## src/rtl/dbn_pkg.sv

```systemverilog
// Shared DBN datapath widths and elaboration-time helpers.
// Pure constants and functions; no logic, so no latency or flow-control behaviour.
package dbn_pkg;

    localparam int DW_DEF = 16;
    localparam int PW_DEF = 2 * DW_DEF;

    // Smallest w with 2**w >= value; clog2(1) = 0.
    function automatic int clog2(input int value);
        int width;
        width = 0;
        for (int w = 31; w >= 0; w--) begin
            if ((longint'(1) << w) >= longint'(value)) begin
                width = w;
            end
        end
        return width;
    endfunction

    function automatic int id_width(input int nreq);
        return (clog2(nreq) < 1) ? 1 : clog2(nreq);
    endfunction

    function automatic int prod_width(input int dw);
        return 2 * dw;
    endfunction

endpackage

```

## src/rtl/mult_share_arb_multi.sv

```systemverilog
// Unsigned DW x DW multiplier core producing a full 2*DW product.
// Purely combinational; it has no handshake, so it never stalls or applies backpressure.
module multi #(
    parameter int DW = 16
) (
    input  logic [DW-1:0]   a,
    input  logic [DW-1:0]   b,
    output logic [2*DW-1:0] p
);

    assign p = {{DW{1'b0}}, a} * {{DW{1'b0}}, b};

endmodule

```

## src/rtl/mult_share_arb_rr_arbiter.sv

```systemverilog
// Round-robin grant over N requesters; search starts at ptr and wraps modulo N.
// Grant is combinational in the request cycle; ptr advances past the winner on accept.
module rr_arbiter
    import dbn_pkg::*;
#(
    parameter  int N  = 4,
    localparam int IW = id_width(N)
) (
    input  logic          clk,
    input  logic          rst,
    input  logic [N-1:0]  req,
    output logic [N-1:0]  gnt,
    output logic [IW-1:0] gnt_idx,
    output logic          accept
);

    logic [IW-1:0] ptr_q;
    logic [IW-1:0] ptr_d;
    logic          found;
    logic [IW-1:0] idx;

    // Two passes emulate the wrap: indices at/after ptr first, then those before it.
    always_comb begin
        found = 1'b0;
        idx   = '0;
        for (int i = 0; i < N; i++) begin
            if (!found && req[i] && (IW'(i) >= ptr_q)) begin
                found = 1'b1;
                idx   = IW'(i);
            end
        end
        for (int i = 0; i < N; i++) begin
            if (!found && req[i] && (IW'(i) < ptr_q)) begin
                found = 1'b1;
                idx   = IW'(i);
            end
        end
    end

    always_comb begin
        gnt = '0;
        for (int i = 0; i < N; i++) begin
            gnt[i] = found && !rst && (idx == IW'(i));
        end
        gnt_idx = idx;
        accept  = found && !rst;
        ptr_d   = ptr_q;
        if (accept) begin
            ptr_d = (idx == IW'(N - 1)) ? '0 : idx + IW'(1);
        end
    end

    always_ff @(posedge clk) begin
        if (rst) begin
            ptr_q <= '0;
        end else begin
            ptr_q <= ptr_d;
        end
    end

endmodule

```

## src/rtl/mult_share_arb.sv

```systemverilog
// Time-shares one multiplier among NREQ requesters; results return tagged with requester id.
// Latency MULT_LAT cycles, one accept per cycle; no response backpressure, pipeline never stalls.
module mult_share_arb
    import dbn_pkg::*;
#(
    parameter  int NREQ     = 4,
    parameter  int DW       = DW_DEF,
    parameter  int MULT_LAT = 2,
    localparam int IDW      = id_width(NREQ),
    localparam int PW       = prod_width(DW)
) (
    input  logic             clk,
    input  logic             rst,
    input  logic [NREQ-1:0]    req_valid,
    output logic [NREQ-1:0]    req_ready,
    input  logic [NREQ*DW-1:0] req_dataa,
    input  logic [NREQ*DW-1:0] req_datab,
    output logic             rsp_valid,
    output logic [IDW-1:0]   rsp_id,
    output logic [PW-1:0]    rsp_result,
    output logic             busy
);

    localparam int CW = clog2(MULT_LAT + 1);

    typedef struct packed {
        logic           vld;
        logic [IDW-1:0] id;
        logic [PW-1:0]  prod;
    } stage_t;

    logic [NREQ-1:0] gnt;
    logic [IDW-1:0]  gnt_idx;
    logic            accept;
    logic [DW-1:0]   op_a;
    logic [DW-1:0]   op_b;
    logic [PW-1:0]   product;
    logic            retire;

    stage_t          stage_q [MULT_LAT];
    stage_t          stage_d [MULT_LAT];
    logic [CW-1:0]   in_flight_q;
    logic [CW-1:0]   in_flight_d;

    rr_arbiter #(
        .N (NREQ)
    ) u_arb (
        .clk     (clk),
        .rst     (rst),
        .req     (req_valid),
        .gnt     (gnt),
        .gnt_idx (gnt_idx),
        .accept  (accept)
    );

    assign req_ready = gnt;

    // Grant is one-hot or zero, so an OR-reduction mux selects the winner's operands.
    always_comb begin
        op_a = '0;
        op_b = '0;
        for (int i = 0; i < NREQ; i++) begin
            if (gnt[i]) begin
                op_a = op_a | req_dataa[i*DW +: DW];
                op_b = op_b | req_datab[i*DW +: DW];
            end
        end
    end

    multi #(
        .DW (DW)
    ) u_mul (
        .a (op_a),
        .b (op_b),
        .p (product)
    );

    always_comb begin
        stage_d[0].vld  = accept;
        stage_d[0].id   = gnt_idx;
        stage_d[0].prod = product;
        for (int s = 1; s < MULT_LAT; s++) begin
            stage_d[s] = stage_q[s-1];
        end
    end

    always_ff @(posedge clk) begin
        if (rst) begin
            for (int s = 0; s < MULT_LAT; s++) begin
                stage_q[s] <= '0;
            end
        end else begin
            for (int s = 0; s < MULT_LAT; s++) begin
                stage_q[s] <= stage_d[s];
            end
        end
    end

    // A result sitting in the last stage while reset is high belongs to a flushed transaction.
    assign rsp_valid  = stage_q[MULT_LAT-1].vld & ~rst;
    assign rsp_id     = stage_q[MULT_LAT-1].id;
    assign rsp_result = stage_q[MULT_LAT-1].prod;
    assign retire     = rsp_valid;

    always_comb begin
        in_flight_d = in_flight_q + CW'(accept) - CW'(retire);
    end

    always_ff @(posedge clk) begin
        if (rst) begin
            in_flight_q <= '0;
        end else begin
            in_flight_q <= in_flight_d;
        end
    end

    assign busy = (in_flight_q != '0);

endmodule

```

## config.mk

```make
export PLATFORM = sky130hd
export DESIGN_NAME = mult_share_arb
export DESIGN_NICKNAME = d
export VERILOG_FILES = /design/src/rtl/dbn_pkg.sv /design/src/rtl/mult_share_arb_multi.sv /design/src/rtl/mult_share_arb_rr_arbiter.sv /design/src/rtl/mult_share_arb.sv
export SDC_FILE = /design/constraint.sdc
export NUM_CORES = 1
export LEC_CHECK = 0
export ABC_AREA = 1
export CORE_UTILIZATION = 58
export DETAILED_ROUTE_END_ITERATION = 10
export GPL_TIMING_DRIVEN = 0
export PLACE_DENSITY_LB_ADDON = 0.2
export SYNTH_ARGS = -nofsm -noshare
export SYNTH_HDL_FRONTEND = slang
export SYNTH_SLANG_ARGS = --single-unit
```

## constraint.sdc

```tcl
create_clock -name clk -period 11.1 [get_ports clk]
set_input_delay 3.33 -clock clk [delete_from_list [all_inputs] [get_ports clk]]
set_output_delay 3.33 -clock clk [all_outputs]
set_load 0.02 [all_outputs]
```

==> results of run 1 <==
## registers in the layout, indices dropped and copies added, names as in the netlist
register and cells:
u_arb.ptr_q 2, stage_q 70, in_flight_q 2
## worst max-delay path: cells and delay by family
family                     cells  cell delay (ps)
and+or+nand+nor               14             1700
AOI/OAI and AO/OA              2              660
adders and majority gates      8             3540
buffers and inverters         10             1820
## placed cells by master (no fill, tap or decap), types with 2 or more instances in the layout
cell type,netlist,layout
nor2_4,6,8
inv_2,4,4
clkbuf_4,0,2
buf_4,39,39
fa_1,194,194
nand3_1,29,28
xnor2_1,2,2
o21ai_0,33,33
nand2_1,330,330
a21oi_2,0,3
ha_1,110,110
buf_2,23,24
nand2_2,8,8
nor3_1,12,12
o21a_1,4,4
dfxtp_1,74,74
o21bai_1,7,7
inv_6,0,3
a21oi_1,54,51
nor2_1,239,239
nor2_2,10,8
buf_6,7,7
clkbuf_2,0,7
clkdlybuf4s50_1,0,172
buf_1,5,4
clkbuf_1,32,20
inv_1,376,376
clkbuf_16,0,9
a21o_1,3,3
clkinvlp_4,0,2
xor2_1,2,2
nand4_1,132,132
## kinds of logic after synthesis
| group | after synthesis | synth area share (%) |
|---|---|---|
| AO/OA/AOI/OAI | 101 | 4.24 |
| buffers and inverters | 486 | 16.1 |
| AND/OR/NAND/NOR | 769 | 26.5 |
| adder cells (fa/ha/maj) | 304 | 41.3 |
| flip-flops | 74 | 11.6 |
| XOR/XNOR | 4 | 0.275 |
## per-stage QoR
step | std cells | hold slack (ps) | power (mW)
floorplan | 1738 | 388 | 1.54
global placement | 2185 | 389 | 2.01
detailed placement | 2185 | 393 | 2.04
CTS | 2201 | 391 | 2.38
global route | 2198 | 415 | 2.65
finish | 2198 | 389 | 2.41
## worst max-delay path by stage
| stage | end | cells past startpoint | slack [ps] |
|---|---|---|---|
| 2_1_floorplan | stage_q[0][19] | 34 | 1570 |
| 5_1_grt | stage_q[0][28] | 34 | -10 |
| 3_3_place_gp | stage_q[0][21] | 30 | -2 |
| 3_5_place_dp | stage_q[0][19] | 35 | -130 |
| 6_report | stage_q[0][28] | 34 | 270 |
| 4_1_cts | stage_q[0][19] | 35 | 180 |
## layout make-up
type | instances | area, µm²
plain buffers | 103 | 632
well taps | 275 | 344
repair buffers | 172 | 1720
flip-flops and latches | 74 | 1480
fillers | 1756 | 6140
multi-input cells | 1178 | 9240
inverters | 380 | 1430
clock inverters | 7 | 82.6
clock buffers | 9 | 225
## where the power goes
part / switching [mW] / total, mW / internal (mW)
combinational: 1.13 / 1.76 / 0.634
clock: 0.133 / 0.311 / 0.178
sequential: 0.0151 / 0.340 / 0.325
## cell usage after synthesis
master / instances
nand4_1: 132
a21o_1: 3
fa_1: 194
buf_4: 39
nor3b_1: 1
nor3_1: 12
buf_1: 5
nor2_4: 6
o21a_1: 4
buf_6: 7
or2_2: 1
inv_2: 4
o21ai_0: 33
a21oi_1: 54
nand4_2: 1
inv_1: 376
nor2_2: 10
ha_1: 110
nand2_1: 330
o21bai_1: 7
nand2_2: 8
clkbuf_1: 32
nand3_1: 29
xnor2_1: 2
nor2_1: 239
dfxtp_1: 74
buf_2: 23
xor2_1: 2
## routing by layer
| metal | track usage, % | up-vias |
|---|---|---|
| met4 | 14.8 | 0 |
| met1 | 49.7 | 6034 |
| met5 | 0 | - |
| met3 | 7.39 | 140 |
| met2 | 63.2 | 686 |
| li1 | - | 5642 |
==> metrics.md, run 1 <==
| Metric | Value |
|---|---|
| Status | complete, no violations |
| Distinct cells, synth | 28 |
| GR Overflow Total | 0 |
| Crit path max-delay cell type | fa_1 |
| Slew Viols, Final | 0 |
| Pwr Density | 159 mW/mm² |
| CP arrival | 11,070 ps |
| Total nets after synthesis | 2,176 |
| Initial antenna violation count | 0 |
| Total Routing Usage GR | 38.3% |
| Vias in the first global route | 12,300 |
| Die Y | 150 µm |
| Synthesized flop and latch total | 74 |
| Yosys Warn Count | 0 |
| Clock Pin Slew Worst Setup and Hold Paths | 70 ps |
| CP endpoint kind | register |
| Pin count of the biggest net entering global routing | 16 |
| CTS HTree Levels | 3 |
| IO Count | 174 |
| Detail Placement HPWL | 33,900 µm |
| Cells on Worst Hold Path | 2 |
| Worst Setup Start Kind | input port |
| IO buf count | 172 |
| Post-Syn Area | 0.0127 mm² |
| Critical Path Most Common Cell | nand2_1 |
| Drt pass-1 iters | 8 |
| Hold EP | stage_q[0][50] |
| Syn avg cell area | 7.33 µm² |
| Gpl congestion | 0.975 |
| # DRC | 0 |
| Wl on met1 | 16,100 µm |
| Core ar. | 0.0213 mm² |
| Hold Crit Class | register to register |
| Setup Fix Bufs, Post-CTS | 0 |
| Worst Skew | 9.96 ps |
| Post-synthesis sequential area ratio | 11.6% |
| Clock Tree Buf Depth | 2 |
| Slowest stage delay, CP | 570 ps |
| CTS-repair resized insts | 0 |
| Slew headroom | 47.0% |
| CTS tree | built |
| Clock Sinks | 74 |
| # hold bufs at CTS | 0 |
| Area grow syn2layout | 18.9% |
| Synth area leader | fa_1 |
| Via count | 12,500 |
| N_diodes | 0 |
| Die W | 150 µm |
| Final worst path period need | 10,830 ps |
| Met2 WL | 19,100 µm |
| Ranking of synthesized cells by area | fa_1 30%, dfxtp_1 12%, inv_1 11%, ha_1 11%, nand2_1 9.7% |
| CTS Buf Count | 9 |
| Worst vdd ir | 0.128 mV |
| Post-place instance area | 0.0148 mm² |
| Worst reg-to-reg setup slack | 3290 ps |
| Worst-Margin Slew | 796 ps |
| Worst EP required | 11,340 ps |
| Crit Path Max Fanout | 10 |
| Fin util | 71.2% |
| Terminus of the critical flop-to-flop path | stage_q[0][28] |
| Syn Inst Count | 1,738 |
| Nets | 2,356 |
| Layout cells sized above 1 | 6.71% |
| Max cap viols | 0 |
| Iteration-0 DRC Markers | 1,130 |
| Post-route ant nets | 0 |
| Setup CP Type | input port to register |
| Top-area cell type share of the netlist area | 30.5% |
| Row count | 53 |
| Via-to-Cell Ratio | 5.69 |
| Die ar. | 0.0226 mm² |
| Setup_tns | 0 ps |
| Dpl ws | -135 ps |
| Root cell of the clock tree | clkbuf_16 |
| Period Utilization, post-route | 97.6% |
| Clk_lat worst skew | 340 ps |
| Effective utilization at floorplan | 59.9% |
| Finished Cell Area | 0.0151 mm² |
| Lkg Pwr | 7.73 nW |
| R2r startpoint | u_arb.ptr_q[1] |
| First-pass GRT wire length | 64,400 µm |
| Fmax | 92.3 MHz |
| WL met3 | 4010 µm |
| DRT Wirelength | 41,000 µm |
| Final Hold Fails | 0 |
| Top layer reached by signal wires | met4 |
| Final setup vio count | 0 |
| Hold Crit Start | stage_q[0][15] |
| R2R cell count | 33 |
| Wire per inst | 18.6 µm |
| Worst setup margin | 268 ps |
| Critical path startpoint | req_valid[1] |
No activity file was read; power rests on OpenSTA's default activity.
==> inputs of run 2 (changes only) <==
Settings changed: ABC_AREA 1 to not set, CELL_PAD_IN_SITES_DETAIL_PLACEMENT set to 1, CELL_PAD_IN_SITES_GLOBAL_PLACEMENT set to 2, CORE_UTILIZATION 58 to 35, SLEW_MARGIN set to 20.
==> run 2 against run 1 <==
Die area rose by 52%. Synthesized cell count down 24%. Clock power increased by 2%. Critical path type unchanged. Register-to-register slack lost 240 ps. Critical endpoint is now stage_q[0][30]. Global-route usage down 14 points. Cell count fell by 9.6%. Area after synthesis down 7.6%. Count of clock-buffer cells in the layout did not move. Final area is essentially flat. Worst setup slack better by 130 ps. Sequential power barely moved. First-iteration DRC count is 71% lower.
==> metrics.md, run 2 <==
| Metric | Value |
|---|---|
| Status | complete, no violations |
| Hold Crit Start | stage_q[0][3] |
| Row count | 66 |
| DRT Wirelength | 40,500 µm |
| IO buf count | 172 |
| Worst reg-to-reg setup slack | 3050 ps |
| M1 GR Usage | 30.3% |
| CTS HTree Levels | 3 |
| Most numerous cell in the Yosys netlist | inv_1 |
| Top cells by instance count after synthesis | 241 x inv_1, 194 x fa_1, 158 x nor2_1, 157 x nand2_1, 110 x ha_1 |
| CTS tree | built |
| Worst Skew | 14.7 ps |
| Post-Syn Area | 0.0118 mm² |
| Vias in the first global route | 10,500 |
| Syn Inst Count | 1,317 |
| Final worst path period need | 10,700 ps |
| Hold Crit Class | register to register |
| Yosys Warn Count | 0 |
| Finished Cell Area | 0.0151 mm² |
| IO Count | 174 |
| Critical Path Most Common Cell | fa_1 |
| CTS Buf Count | 9 |
| Iteration-0 DRC Markers | 327 |
| CP arrival | 10,940 ps |
| Post-place instance area | 0.0141 mm² |
| WP buf/inv | 8 |
| Via count | 9,936 |
| R2r startpoint | u_arb.ptr_q[1] |
| Period Utilization, post-route | 96.4% |
| Met3 GRT Util | 3.81% |
| Area grow syn2layout | 28.6% |
| Effective utilization at floorplan | 35.9% |
| Worst EP required | 11,340 ps |
| Most common cell after layout, fill and taps aside | inv_1 |
| Root cell of the clock tree | clkbuf_16 |
| Crit path max-delay cell type | fa_1 |
| Clock Sinks | 74 |
| Filler Cell Count | 3,814 |
| Pin count of the biggest net entering global routing | 16 |
| Worst Setup Start Kind | input port |
| Clock Pin Slew Worst Setup and Hold Paths | 80 ps |
| Lkg Pwr | 7.07 nW |
| Fmax | 93.5 MHz |
| Synth area leader | fa_1 |
| N_diodes | 0 |
| Clock Tree Buf Depth | 2 |
| Post-synthesis sequential area ratio | 12.6% |
| Final Hold Fails | 0 |
| Syn avg cell area | 8.94 µm² |
| Initial antenna violation count | 0 |
| Slew headroom | 37.5% |
| Drt pass-1 iters | 5 |
| Ranking of synthesized cells by area | fa_1 33%, dfxtp_1 13%, ha_1 12%, inv_1 7.7%, nor2_1 5.0% |
| Die Y | 185 µm |
| Worst vdd ir | 0.115 mV |
| Cells on Worst Hold Path | 1 |
| # DRC | 0 |
| Main synth FF type | dfxtp_1 |
| Top flop regs | stage_q x70, in_flight_q x2, u_arb.ptr_q x2 |
| Core ar. | 0.0328 mm² |
| Post-synth EDFFs | 0 |
| R2R cell count | 30 |
| # hold bufs at CTS | 0 |
| Hold EP | stage_q[0][38] |
| Final setup vio count | 0 |
| Detail Placement HPWL | 33,400 µm |
| Top Usage Layer GRT | met2 |
| Top-area cell type share of the netlist area | 33.0% |
| Async S/R FF share, synth | 0% |
| Max reg flops | 70 |
| Max cap viols | 0 |
| Nets | 1,979 |
| M2 GR Usage | 41.2% |
| Total Routing Usage GR | 24.1% |
| Hold_ws | 426 ps |
| Die ar. | 0.0344 mm² |
| Placed Instances | 1,933 |
| Clk_lat worst skew | 360 ps |
| First-pass GRT wire length | 60,700 µm |
| Gpl congestion | 0.882 |
| CP endpoint kind | register |
| Power, Total | 2.60 mW |
| Fin cells | 1,988 |
| Post-route ant nets | 0 |
| Worst-Margin Slew | 938 ps |
| Slew Viols, Final | 0 |
| Leading cell types in the layout, fill and taps excluded | 241 x inv_1, 194 x fa_1, 168 x clkdlybuf4s50_1, 156 x nor2_1, 153 x nand2_1 |
| RSZ-0062 raised after global routing | no |
| Delay-heaviest family, CP | adder cells |
| Total nets after synthesis | 1,755 |
| Layout cells sized above 1 | 13.0% |
| Terminus of the critical flop-to-flop path | stage_q[0][30] |
| Die W | 185 µm |
| Synthesized flop and latch total | 74 |
| Crit Path Max Fanout | 10 |
| Pwr Density | 172 mW/mm² |
| Distinct cells, synth | 53 |
| Wire per inst | 20.4 µm |
| Setup CP Type | input port to register |
| GR Overflow Total | 0 |
| Top reg by flops | stage_q |
| Via-to-Cell Ratio | 5.00 |
| Slowest stage delay, CP | 540 ps |
run 2: layer usage:
metal / vias up / wire (µm)
li1: 4591 / -
met1: 5126 / 17400
met2: 161 / 20400
met3: 58 / 1470
met4: 0 / 1220
met5: - / 0
run 2: kinds of logic (layout without fill, tap and decap cells):
kind of cell    count (synthesis)  after routing  share of synthesized area, %
flops                          74             74                          12.6
buf+inv                       332            561                          12.2
compound gates                179            179                          13.7
xor+xnor                       28             28                          2.08
simple gates                  396            396                          14.4
fa+ha+maj                     304            304                          44.7
mux                             4              4                         0.340
run 2: cell type report:
| class | instances | area (µm²) | share of cell area, % |
|---|---|---|---|
| Multi-Input combinational cell | 911 | 9130 | 60.3 |
| Inverter | 241 | 905 | 5.97 |
| Buffer | 88 | 628 | 4.15 |
| Clock inverter | 7 | 82.6 | 0.545 |
| Timing Repair Buffer | 216 | 2140 | 14.2 |
| Clock buffer | 9 | 225 | 1.49 |
| Tap cell | 442 | 553 | 3.65 |
| Sequential cell | 74 | 1480 | 9.78 |
run 2: metrics by stage:
stage                     setup slack, ps  util [%]  setup TNS [ps]
after floorplan                       820         -               0
after global placement              -1300      42.9          -15860
after detailed placement            -1320      42.9          -16250
after CTS                            4.33      45.5               0
after global routing                 48.7      46.2               0
final                                 400      46.2               0
run 2: where the power goes:
| group | switching, mW | leakage [nW] | total [mW] | internal (mW) |
|---|---|---|---|---|
| registers | 0.0133 | 0.607 | 0.337 | 0.324 |
| logic | 1.14 | 6.32 | 1.95 | 0.810 |
| clock network | 0.138 | 0.145 | 0.317 | 0.178 |
run 2: worst max-delay path by stage:
stage	startpoint	to	slack [ps]	depth (start not counted)
after detailed placement	req_valid[0]	stage_q[0][30]	-1320	31
after floorplan	req_valid[0]	stage_q[0][30]	820	30
final	req_valid[0]	stage_q[0][30]	400	31
after global routing	req_valid[0]	stage_q[0][30]	50	31
after CTS	req_valid[2]	stage_q[0][30]	4	31
after global placement	req_valid[0]	stage_q[0][30]	-1300	30
run 2: timing repair:
| item | CTS | global route |
|---|---|---|
| pin swaps | 7 | 5 |
| endpoints found under the setup margin | 17 | 12 |
| gates resized for setup | 60 | 36 |
| buffers inserted | 31 | 11 |
| hold endpoints to repair | 0 | 0 |
